File: src/rtl/pipeline_hazard_controller_pkg.sv
// Shared opcode constants, FSM state encoding and jump decode for the hazard controller.
package hazard_ctrl_defs;

  localparam logic [6:0] JAL_OP  = 7'b1101111;
  localparam logic [6:0] JALR_OP = 7'b1100111;

  typedef enum logic [1:0] {
    RUN       = 2'd0,
    JUMP_BUB  = 2'd1,
    LOAD_HOLD = 2'd2
  } hz_state_e;

  function automatic logic is_jump(input logic valid, input logic [6:0] opcode);
    return valid & ((opcode == JAL_OP) | (opcode == JALR_OP));
  endfunction

endpackage

File: src/rtl/pipeline_hazard_controller_sat_counter.sv
// Saturating up-counter with synchronous active-high reset; sticks at all-ones.
module sat_counter #(
  parameter int W = 16
) (
  input  logic         clk,
  input  logic         rst,
  input  logic         inc,
  output logic [W-1:0] count
);

  logic [W-1:0] count_q;
  logic [W-1:0] count_d;

  // next count: hold at the ceiling instead of wrapping
  always_comb begin
    count_d = count_q;
    if (inc && (count_q != {W{1'b1}})) begin
      count_d = count_q + {{(W-1){1'b0}}, 1'b1};
    end else begin
      count_d = count_q;
    end
  end

  // count register
  always_ff @(posedge clk) begin
    if (rst) begin
      count_q <= {W{1'b0}};
    end else begin
      count_q <= count_d;
    end
  end

  assign count = count_q;

endmodule

File: src/rtl/pipeline_hazard_controller.sv
// Decode-stage hazard sequencer: turns jumps, taken branches, load-use and memory wait
// into stall/flush/redirect controls, and counts injected bubble cycles.
module pipeline_hazard_controller
  import hazard_ctrl_defs::*;
#(
  parameter int JUMP_BUBBLES = 1,
  parameter int CNT_W        = 16
) (
  input  logic             clk,
  input  logic             rst,
  input  logic [6:0]       opcode_d,
  input  logic             valid_d,
  input  logic             branch_taken_e,
  input  logic             load_use_d,
  input  logic             mem_wait,
  output logic             stall_f,
  output logic             stall_d,
  output logic             stall_e,
  output logic             flush_d,
  output logic             flush_e,
  output logic             redirect,
  output logic [CNT_W-1:0] bubble_count
);

  localparam logic [1:0] JCNT_INIT = 2'(JUMP_BUBBLES - 1);
  localparam bit         MULTI_BUB = (JUMP_BUBBLES > 1);

  hz_state_e  state_q, state_d;
  logic [1:0] jcnt_q, jcnt_d;
  logic       jump_s;

  assign jump_s = is_jump(valid_d, opcode_d);

  // priority decode of controls and next state; earlier rules shadow later ones
  always_comb begin
    stall_f  = 1'b0;
    stall_d  = 1'b0;
    stall_e  = 1'b0;
    flush_d  = 1'b0;
    flush_e  = 1'b0;
    redirect = 1'b0;
    state_d  = state_q;
    jcnt_d   = jcnt_q;
    if (mem_wait) begin
      stall_f = 1'b1;
      stall_d = 1'b1;
      stall_e = 1'b1;
    end else if (branch_taken_e) begin
      flush_d  = 1'b1;
      flush_e  = 1'b1;
      redirect = 1'b1;
      state_d  = RUN;
      jcnt_d   = 2'd0;
    end else if (state_q == JUMP_BUB) begin
      stall_f = 1'b1;
      flush_d = 1'b1;
      jcnt_d  = jcnt_q - 2'd1;
      state_d = (jcnt_q == 2'd1) ? RUN : JUMP_BUB;
    end else if (jump_s && ((state_q == RUN) || (state_q == LOAD_HOLD))) begin
      redirect = 1'b1;
      flush_d  = 1'b1;
      if (MULTI_BUB) begin
        state_d = JUMP_BUB;
        jcnt_d  = JCNT_INIT;
      end else begin
        state_d = RUN;
      end
    end else if (load_use_d && (state_q == RUN)) begin
      stall_f = 1'b1;
      stall_d = 1'b1;
      flush_e = 1'b1;
      state_d = LOAD_HOLD;
    end else begin
      // LOAD_HOLD drops back here, masking a repeated load-use for one cycle
      state_d = RUN;
    end
  end

  // FSM state and jump bubble counter
  always_ff @(posedge clk) begin
    if (rst) begin
      state_q <= RUN;
      jcnt_q  <= 2'd0;
    end else begin
      state_q <= state_d;
      jcnt_q  <= jcnt_d;
    end
  end

  sat_counter #(.W(CNT_W)) u_bubble_cnt (
    .clk   (clk),
    .rst   (rst),
    .inc   (flush_d | flush_e),
    .count (bubble_count)
  );

endmodule

File: config.mk
export PLATFORM = sky130hd
export DESIGN_NAME = pipeline_hazard_controller
export DESIGN_NICKNAME = d
export VERILOG_FILES = /design/src/rtl/pipeline_hazard_controller_pkg.sv /design/src/rtl/pipeline_hazard_controller_sat_counter.sv /design/src/rtl/pipeline_hazard_controller.sv
export SDC_FILE = /design/constraint.sdc
export NUM_CORES = 1
export LEC_CHECK = 0
export ABC_AREA = 1
export BUFFER_PORTS_ARGS = -buffer_cell sky130_fd_sc_hd__buf_2
export CORE_UTILIZATION = 49
export CTS_BUF_LIST = sky130_fd_sc_hd__clkbuf_8
export CTS_CLUSTER_SIZE = 10
export DETAILED_ROUTE_END_ITERATION = 16
export MAX_ROUTING_LAYER = met4
export PLACE_DENSITY_LB_ADDON = 0.25
export SLEW_MARGIN = 5
export SYNTH_ARGS = -nofsm -noshare
export SYNTH_HDL_FRONTEND = slang
export SYNTH_SLANG_ARGS = --single-unit
export TNS_END_PERCENT = 1
File: constraint.sdc
create_clock -name clk -period 1.52 [get_ports clk]
set_input_delay 0.304 -clock clk [delete_from_list [all_inputs] [get_ports clk]]
set_output_delay 0.304 -clock clk [all_outputs]
set_load 0.005 [all_outputs]
; ---- Word level (Yosys, flattened, before mapping)
; Cells that the tools add are included.
[classes]
n_reduce_logical = 7
add_sub_neg = 2
muxes = 25
n_bitwise = 4
eq_ne = 6
[op_table]
columns = operator, n
row1 = $mux W1, 19
row2 = $add A16 B1 Y16 const B, 1
row3 = $ne A16 B16 Y1 const B, 1
row4 = $eq A7 B7 Y1 const B, 2
row5 = $mux W2, 6
row6 = $eq A2 B1 Y1 const B, 2
row7 = $logic_and A1 B1 Y1, 3
row8 = $eq A2 B2 Y1 const B, 1
row9 = $logic_not A2 Y1, 1
row10 = $or A1 B1 Y1, 2
row11 = $reduce_and A2 Y1, 1
row12 = $reduce_bool A2 Y1, 1
row13 = $sub A2 B1 Y2 const B, 1
row14 = $and A1 B1 Y1, 1
row15 = $logic_or A1 B1 Y1, 1
row16 = $not A1 Y1, 1
[word_totals]
in_bits = 13
wordCells = 47
output_inout_bits = 22
register_bits = 20

; ---- Logic depth before layout (Yosys ltp)
[depth]
ltp_word = 10
ltp_mapped = 12
depth_no_buf = 12

; ---- Hierarchy
; From an unflattened synthesis, not the netlist that was laid out.
[hier_totals]
hier_cells = 199
hier_area_um2 = 1231.2
[by_module_without_submodules]
columns = mod, area_each_um2, seq_area_each_um2, cells_each, instances
row1 = sat_counter, 929.6, 320.3, 149, 1
row2 = pipeline_hazard_controller, 301.5, 80.1, 50, 1

; ---- Worst setup path after synthesis
; Ideal clock, no wire load.
[synth_path]
kind = register -> register
startpoint = register u_bubble_cnt.count_q[0] (netlist: u_bubble_cnt.count[0])
endpoint = register u_bubble_cnt.count_q[13] (netlist: u_bubble_cnt.count[13])
slack_ps = -52
path_buffers = 1
synth_period_minus_slack_ps = 1572
setup_ps = 139
path_stages_with_launch = 10
t_required_ps = 1381
t_arrival_ps = 1433
cell_sequence = dfxtp_1 -> ha_1 -> nand2_1 -> nor2_4 -> nand2_4 -> nor2_8 -> nand2_4 -> buf_2 -> nand3_1 -> a21oi_2
[synth_between]
elab_chain_len = 2
word_cells_on_any_way = 3
cone_classes = add/sub: 1 / eq/ne: 1 / reduce/logical: 1
[synth_rtl]
columns = element, line_no
row1 = start: declaration, pipeline_hazard_controller_sat_counter.sv:11  ; logic [W-1:0] count_q;
row2 = start signal: assignment, pipeline_hazard_controller_sat_counter.sv:27  ; count_q <= {W{1'b0}};
row3 = start signal: assignment, pipeline_hazard_controller_sat_counter.sv:29  ; count_q <= count_d;
row4 = "parallel branches: the longest is 2 deep, another holds $add A16 B1 Y16", -
; Parallel ways; which one is timed is not known.
; A chain may end at the register's enable or synchronous reset.

; ---- Final worst setup path
[layout_path]
startpoint = register state_q[1]
endpoint = output stall_f
[layout_between]
elab_chain_len = 7
word_cells_on_any_way = 11
cone_classes = eq/ne: 2 / mux: 5 / reduce/logical: 4
[layout_rtl]
columns = element, line_no
row1 = start: declaration, pipeline_hazard_controller.sv:28  ; hz_state_e state_q, state_d;
row2 = start signal: assignment, pipeline_hazard_controller.sv:85  ; state_q <= state_d;
row3 = $logic_not A2 Y1 / $eq A2 B2 Y1 (equally long branches), "pipeline_hazard_controller.sv:59, pipeline_hazard_controller.sv:68"
row4 = $logic_and A1 B1 Y1 / $logic_or A1 B1 Y1 (equally long branches), "pipeline_hazard_controller.sv:68, pipeline_hazard_controller.sv:59"
row5 = $mux W1 / $logic_and A1 B1 Y1 (equally long branches), "pipeline_hazard_controller.sv:68, pipeline_hazard_controller.sv:59"
row6 = $mux W1, pipeline_hazard_controller.sv:59  ; end else if (jump_s && ((state_q == RUN) || (state_q == LOAD_HOLD))) begin
row7 = $mux W1 *, pipeline_hazard_controller.sv:54  ; end else if (state_q == JUMP_BUB) begin
row8 = $mux W1 *, pipeline_hazard_controller.sv:48  ; end else if (branch_taken_e) begin
row9 = $mux W1 *, pipeline_hazard_controller.sv:44  ; if (mem_wait) begin
row10 = end: declaration, pipeline_hazard_controller.sv:16  ; output logic stall_f,
; Mark *: on every way between the ends. The rest lies on a longest branch, timed or not.

==> impl_metrics.xml <==
<?xml version="1.0" encoding="UTF-8"?>
<metrics>
  <group name="timing">
    <metric name="timing.max_slew.rel_slack" unit="%">63.9</metric>
    <metric name="grt_setup_unrepaired" unit="">true</metric>
    <metric name="setup_violations" unit="">6</metric>
    <metric name="final_min_period_over_clock_period" unit="%">110</metric>
    <metric name="fin_worst_setup_slack" unit="ns">-0.148</metric>
    <metric name="hold_violations" unit="">0</metric>
    <metric name="achievable-frequency" unit="MHz">600</metric>
    <metric name="timing.final.max_slew_violations" unit="">0</metric>
    <metric name="final.setup_skew" unit="ns">0.00488</metric>
    <metric name="timing_worst_slew_pin_value" unit="ns">0.541</metric>
    <metric name="post-route-min-period" unit="ns">1.67</metric>
    <metric name="fin_worst_hold_slack" unit="ns">0.356</metric>
  </group>
  <group name="cells_and_area">
    <metric name="drive_gt1_share" unit="%">49.6</metric>
    <metric name="multi_input_area" unit="um^2">925</metric>
    <metric name="final.fill_count" unit="">182</metric>
    <metric name="layout-area-overhead-vs-synth" unit="%">51.8</metric>
    <metric name="finalNonFillerCells" unit="">288</metric>
    <metric name="antennaDiodeCount" unit="">0</metric>
    <metric name="final_nets" unit="">274</metric>
    <metric name="final-seq-area" unit="um^2">407</metric>
  </group>
  <group name="power">
    <metric name="irDropWorstVdd" unit="V">0.000617</metric>
    <metric name="power.density_cell_area" unit="mW/mm^2">582</metric>
    <metric name="leakage" unit="nW">0.885</metric>
    <metric name="power.total" unit="mW">1.13</metric>
  </group>
  <group name="critical_path">
    <metric name="timing.critical_path.required" unit="ns">1.22</metric>
    <metric name="timing.critical_path.from" unit="">state_q[1]</metric>
    <metric name="setup.worst_path.start_class" unit="">flop</metric>
    <metric name="critPathArrivalTime" unit="ns">1.36</metric>
    <metric name="crit_fanout" unit="">3</metric>
    <metric name="worst_r2r_startpoint" unit="">state_q[1]</metric>
    <metric name="r2r_slack" unit="ns">-0.04</metric>
    <metric name="path_class" unit="">reg2out</metric>
    <metric name="end_kind" unit="">output port</metric>
  </group>
  <group name="synth">
    <metric name="yosys_warnings" unit="">0</metric>
    <metric name="yosysSeqAreaShare" unit="%">31.2</metric>
    <metric name="yosys.area.top_type_share" unit="%">31.2</metric>
    <metric name="postSynthNetCount" unit="">207</metric>
    <metric name="synth_cells" unit="">192</metric>
    <metric name="netlist_area" unit="mm^2">0.00128</metric>
    <metric name="syn-mean-instance-area" unit="um^2">6.69</metric>
    <metric name="ys_seq_elements" unit="">20</metric>
    <metric name="synth.area.top_cells" unit="">sky130_fd_sc_hd__dfxtp_1 (31%), sky130_fd_sc_hd__nand2_1 (17%), sky130_fd_sc_hd__nand3_1 (8.6%)</metric>
    <metric name="synth.lib_cells_used.distinct" unit="">26</metric>
    <metric name="post-synth-top-area-cell" unit="">sky130_fd_sc_hd__dfxtp_1</metric>
  </group>
  <group name="die">
    <metric name="start_util" unit="%">51.9</metric>
    <metric name="floorplan.die.height" unit="um">53.2</metric>
    <metric name="floorplan.rows" unit="">18</metric>
    <metric name="floorplan.core_area" unit="mm^2">0.00248</metric>
    <metric name="chipWidth" unit="um">53.2</metric>
    <metric name="die-area" unit="mm^2">0.00283</metric>
    <metric name="ioPinCount" unit="">35</metric>
  </group>
  <group name="detailed_routing">
    <metric name="routed_wire_length_per_instance" unit="um">12.7</metric>
    <metric name="route.final.wire_length" unit="um">3640</metric>
    <metric name="ant_nets" unit="">0</metric>
    <metric name="vias" unit="">1483</metric>
    <metric name="detail_route.first_pass.iterations" unit="">4</metric>
    <metric name="via_per_inst" unit="">5.15</metric>
    <metric name="drt_iter0_markers" unit="">28</metric>
    <metric name="route.detailed.drc" unit="">0</metric>
  </group>
  <group name="clock_network">
    <metric name="cts_root_buffer" unit="">sky130_fd_sc_hd__clkbuf_8</metric>
    <metric name="clkSlewWorstSetupHoldPaths" unit="ns">0.07</metric>
    <metric name="cts.sinks" unit="">20</metric>
    <metric name="numCtsBuffers" unit="">3</metric>
    <metric name="holdBufCountCts" unit="">0</metric>
    <metric name="worst_skew_pair.late_latency" unit="ns">0.26</metric>
    <metric name="tritoncts" unit="">yes</metric>
    <metric name="htree_levels" unit="">1</metric>
    <metric name="max-clock-path-buffers" unit="">2</metric>
  </group>
  <group name="job">
    <metric name="cap_violations" unit="">0</metric>
  </group>
  <group name="global_routing">
    <metric name="grt_pass1_wl" unit="um">5420</metric>
    <metric name="grt_overflow" unit="">0</metric>
    <metric name="number_of_global_route_vias_before_repair" unit="">1300</metric>
    <metric name="antenna_found_initial" unit="">0</metric>
    <metric name="grt_util_all_layers" unit="%">26.9</metric>
    <metric name="grt_max_degree" unit="">21</metric>
  </group>
  <group name="placed_design">
    <metric name="portBuffers" unit="">33</metric>
    <metric name="detailedPlacementHpwl" unit="um">2240</metric>
    <metric name="gpl.final_weighted_congestion" unit="">0.842</metric>
    <metric name="place_inst" unit="">279</metric>
  </group>
  <group name="status">
    <metric name="status" unit="">finished, violations left</metric>
    <metric name="failed_checks" unit="">negative setup slack</metric>
  </group>
  <group name="hold_path">
    <metric name="min_path_type" unit="">in2reg</metric>
    <metric name="min_from" unit="">mem_wait</metric>
  </group>
</metrics>
final cells by class:
type	instances	share of cell area, %
sequential	20	20.8
inverter	20	3.85
clock buffer	4	2.82
tap	30	1.92
multi-input combinational	146	47.4
timing repair buffer	68	23.2
worst paths after layout:
kind	to	cells after the start
max	stall_f	6
min	state_q[0]	3
max reg2reg	state_q[1]	9
min reg2reg	jcnt_q[0]	1
Yosys cell counts (all sizes together):
cell    number
nor3         4
a211oi       1
xnor2        3
nand3b       1
ha           2
nor3b        1
inv         20
nor2        22
nand4        3
nand3       22
clkbuf       2
buf          4
dfxtp       20
o21ai        4
nand2       61
xor2         4
a21oi       18
per-stage QoR:
stage / worst slack, ns / instance area (um^2) / utilization (%) / setup TNS [ns]
2_1_floorplan: 0.0305 / 1290 / - / 0
3_3_place_gp: 0.0324 / 1690 / 68.4 / 0
3_5_place_dp: 0.0218 / 1690 / 68.4 / 0
4_1_cts: -0.120 / 1810 / 73.0 / -0.219
5_1_grt: -0.248 / 1950 / 78.7 / -1.57
6_report: -0.148 / 1950 / 78.7 / -0.465
placed cells by master (no fill, tap or decap):
master,Yosys,final
sky130_fd_sc_hd__xnor2_1,3,3
sky130_fd_sc_hd__xor2_1,4,4
sky130_fd_sc_hd__clkbuf_8,0,4
sky130_fd_sc_hd__nand4_1,3,3
sky130_fd_sc_hd__nor3_2,1,1
sky130_fd_sc_hd__nor2_2,1,5
sky130_fd_sc_hd__nor3_1,3,3
sky130_fd_sc_hd__nand3_1,22,9
sky130_fd_sc_hd__nand2_2,1,9
sky130_fd_sc_hd__buf_6,1,3
sky130_fd_sc_hd__nand2_1,57,48
sky130_fd_sc_hd__o21ai_0,4,3
sky130_fd_sc_hd__ha_1,2,1
sky130_fd_sc_hd__nand2_4,3,2
sky130_fd_sc_hd__buf_2,2,33
sky130_fd_sc_hd__dfxtp_1,20,15
sky130_fd_sc_hd__a21oi_1,8,3
sky130_fd_sc_hd__nand3b_1,1,1
sky130_fd_sc_hd__buf_12,0,1
sky130_fd_sc_hd__dfxtp_2,0,5
sky130_fd_sc_hd__buf_4,1,31
sky130_fd_sc_hd__o21ai_1,0,1
sky130_fd_sc_hd__nor2_4,1,1
sky130_fd_sc_hd__nand2_8,0,2
sky130_fd_sc_hd__a211oi_1,1,1
sky130_fd_sc_hd__inv_1,20,19
sky130_fd_sc_hd__nor2_8,1,1
sky130_fd_sc_hd__inv_2,0,1
sky130_fd_sc_hd__a21oi_2,10,15
sky130_fd_sc_hd__nor3b_1,1,1
sky130_fd_sc_hd__nand3_2,0,13
sky130_fd_sc_hd__ha_4,0,1
sky130_fd_sc_hd__nor2_1,19,15
worst max-delay path, cell delays in order, from the launching register on:
cell and delay, ns:
sky130_fd_sc_hd__dfxtp_1 0.33, sky130_fd_sc_hd__nor3b_1 0.25, sky130_fd_sc_hd__nand2_2 0.10, sky130_fd_sc_hd__nor2_2 0.10
sky130_fd_sc_hd__nor2_2 0.05, sky130_fd_sc_hd__o21ai_1 0.11, sky130_fd_sc_hd__buf_2 0.16
state kept, by name, summed over array words and instances, names as in the netlist:
signal / cells
u_bubble_cnt.count: 16
jcnt_q: 2
state_q: 2
power breakdown:
part | leakage [nW] | internal (mW) | total, mW | switching, mW
Clock | 0.0288 | 0.231 | 0.407 | 0.177
Sequential | 0.164 | 0.532 | 0.540 | 0.00759
Combinational | 0.692 | 0.0826 | 0.188 | 0.105
Total | 0.885 | 0.845 | 1.13 | 0.289
logic make-up after synthesis:
family,synth area share (%)
AOI/OAI and AO/OA,12.1
and+or+nand+nor,41.4
DFF,31.2
buffers and inverters,8.67
adders and majority gates,1.95
xor gates and xnor gates,4.77
routing by layer:
metal | vias to the layer above | part of all wire (%) | wire length (um) | GRT usage (%)
met3 | 13 | 4.5 | 165 | 7.18
met5 | - | 0 | 0 | -
met1 | 674 | 45 | 1640 | 32.5
li1 | 750 | - | - | -
met4 | 0 | 2.6 | 93 | 8.77
met2 | 46 | 48 | 1740 | 42.9
repair_timing:
action,4_1_cts,5_1_grt
setup endpoints to repair,5,22
buffers inserted,5,0
pin swaps,2,11
gates resized for setup,8,35
(Power assumes the default switching activity.)
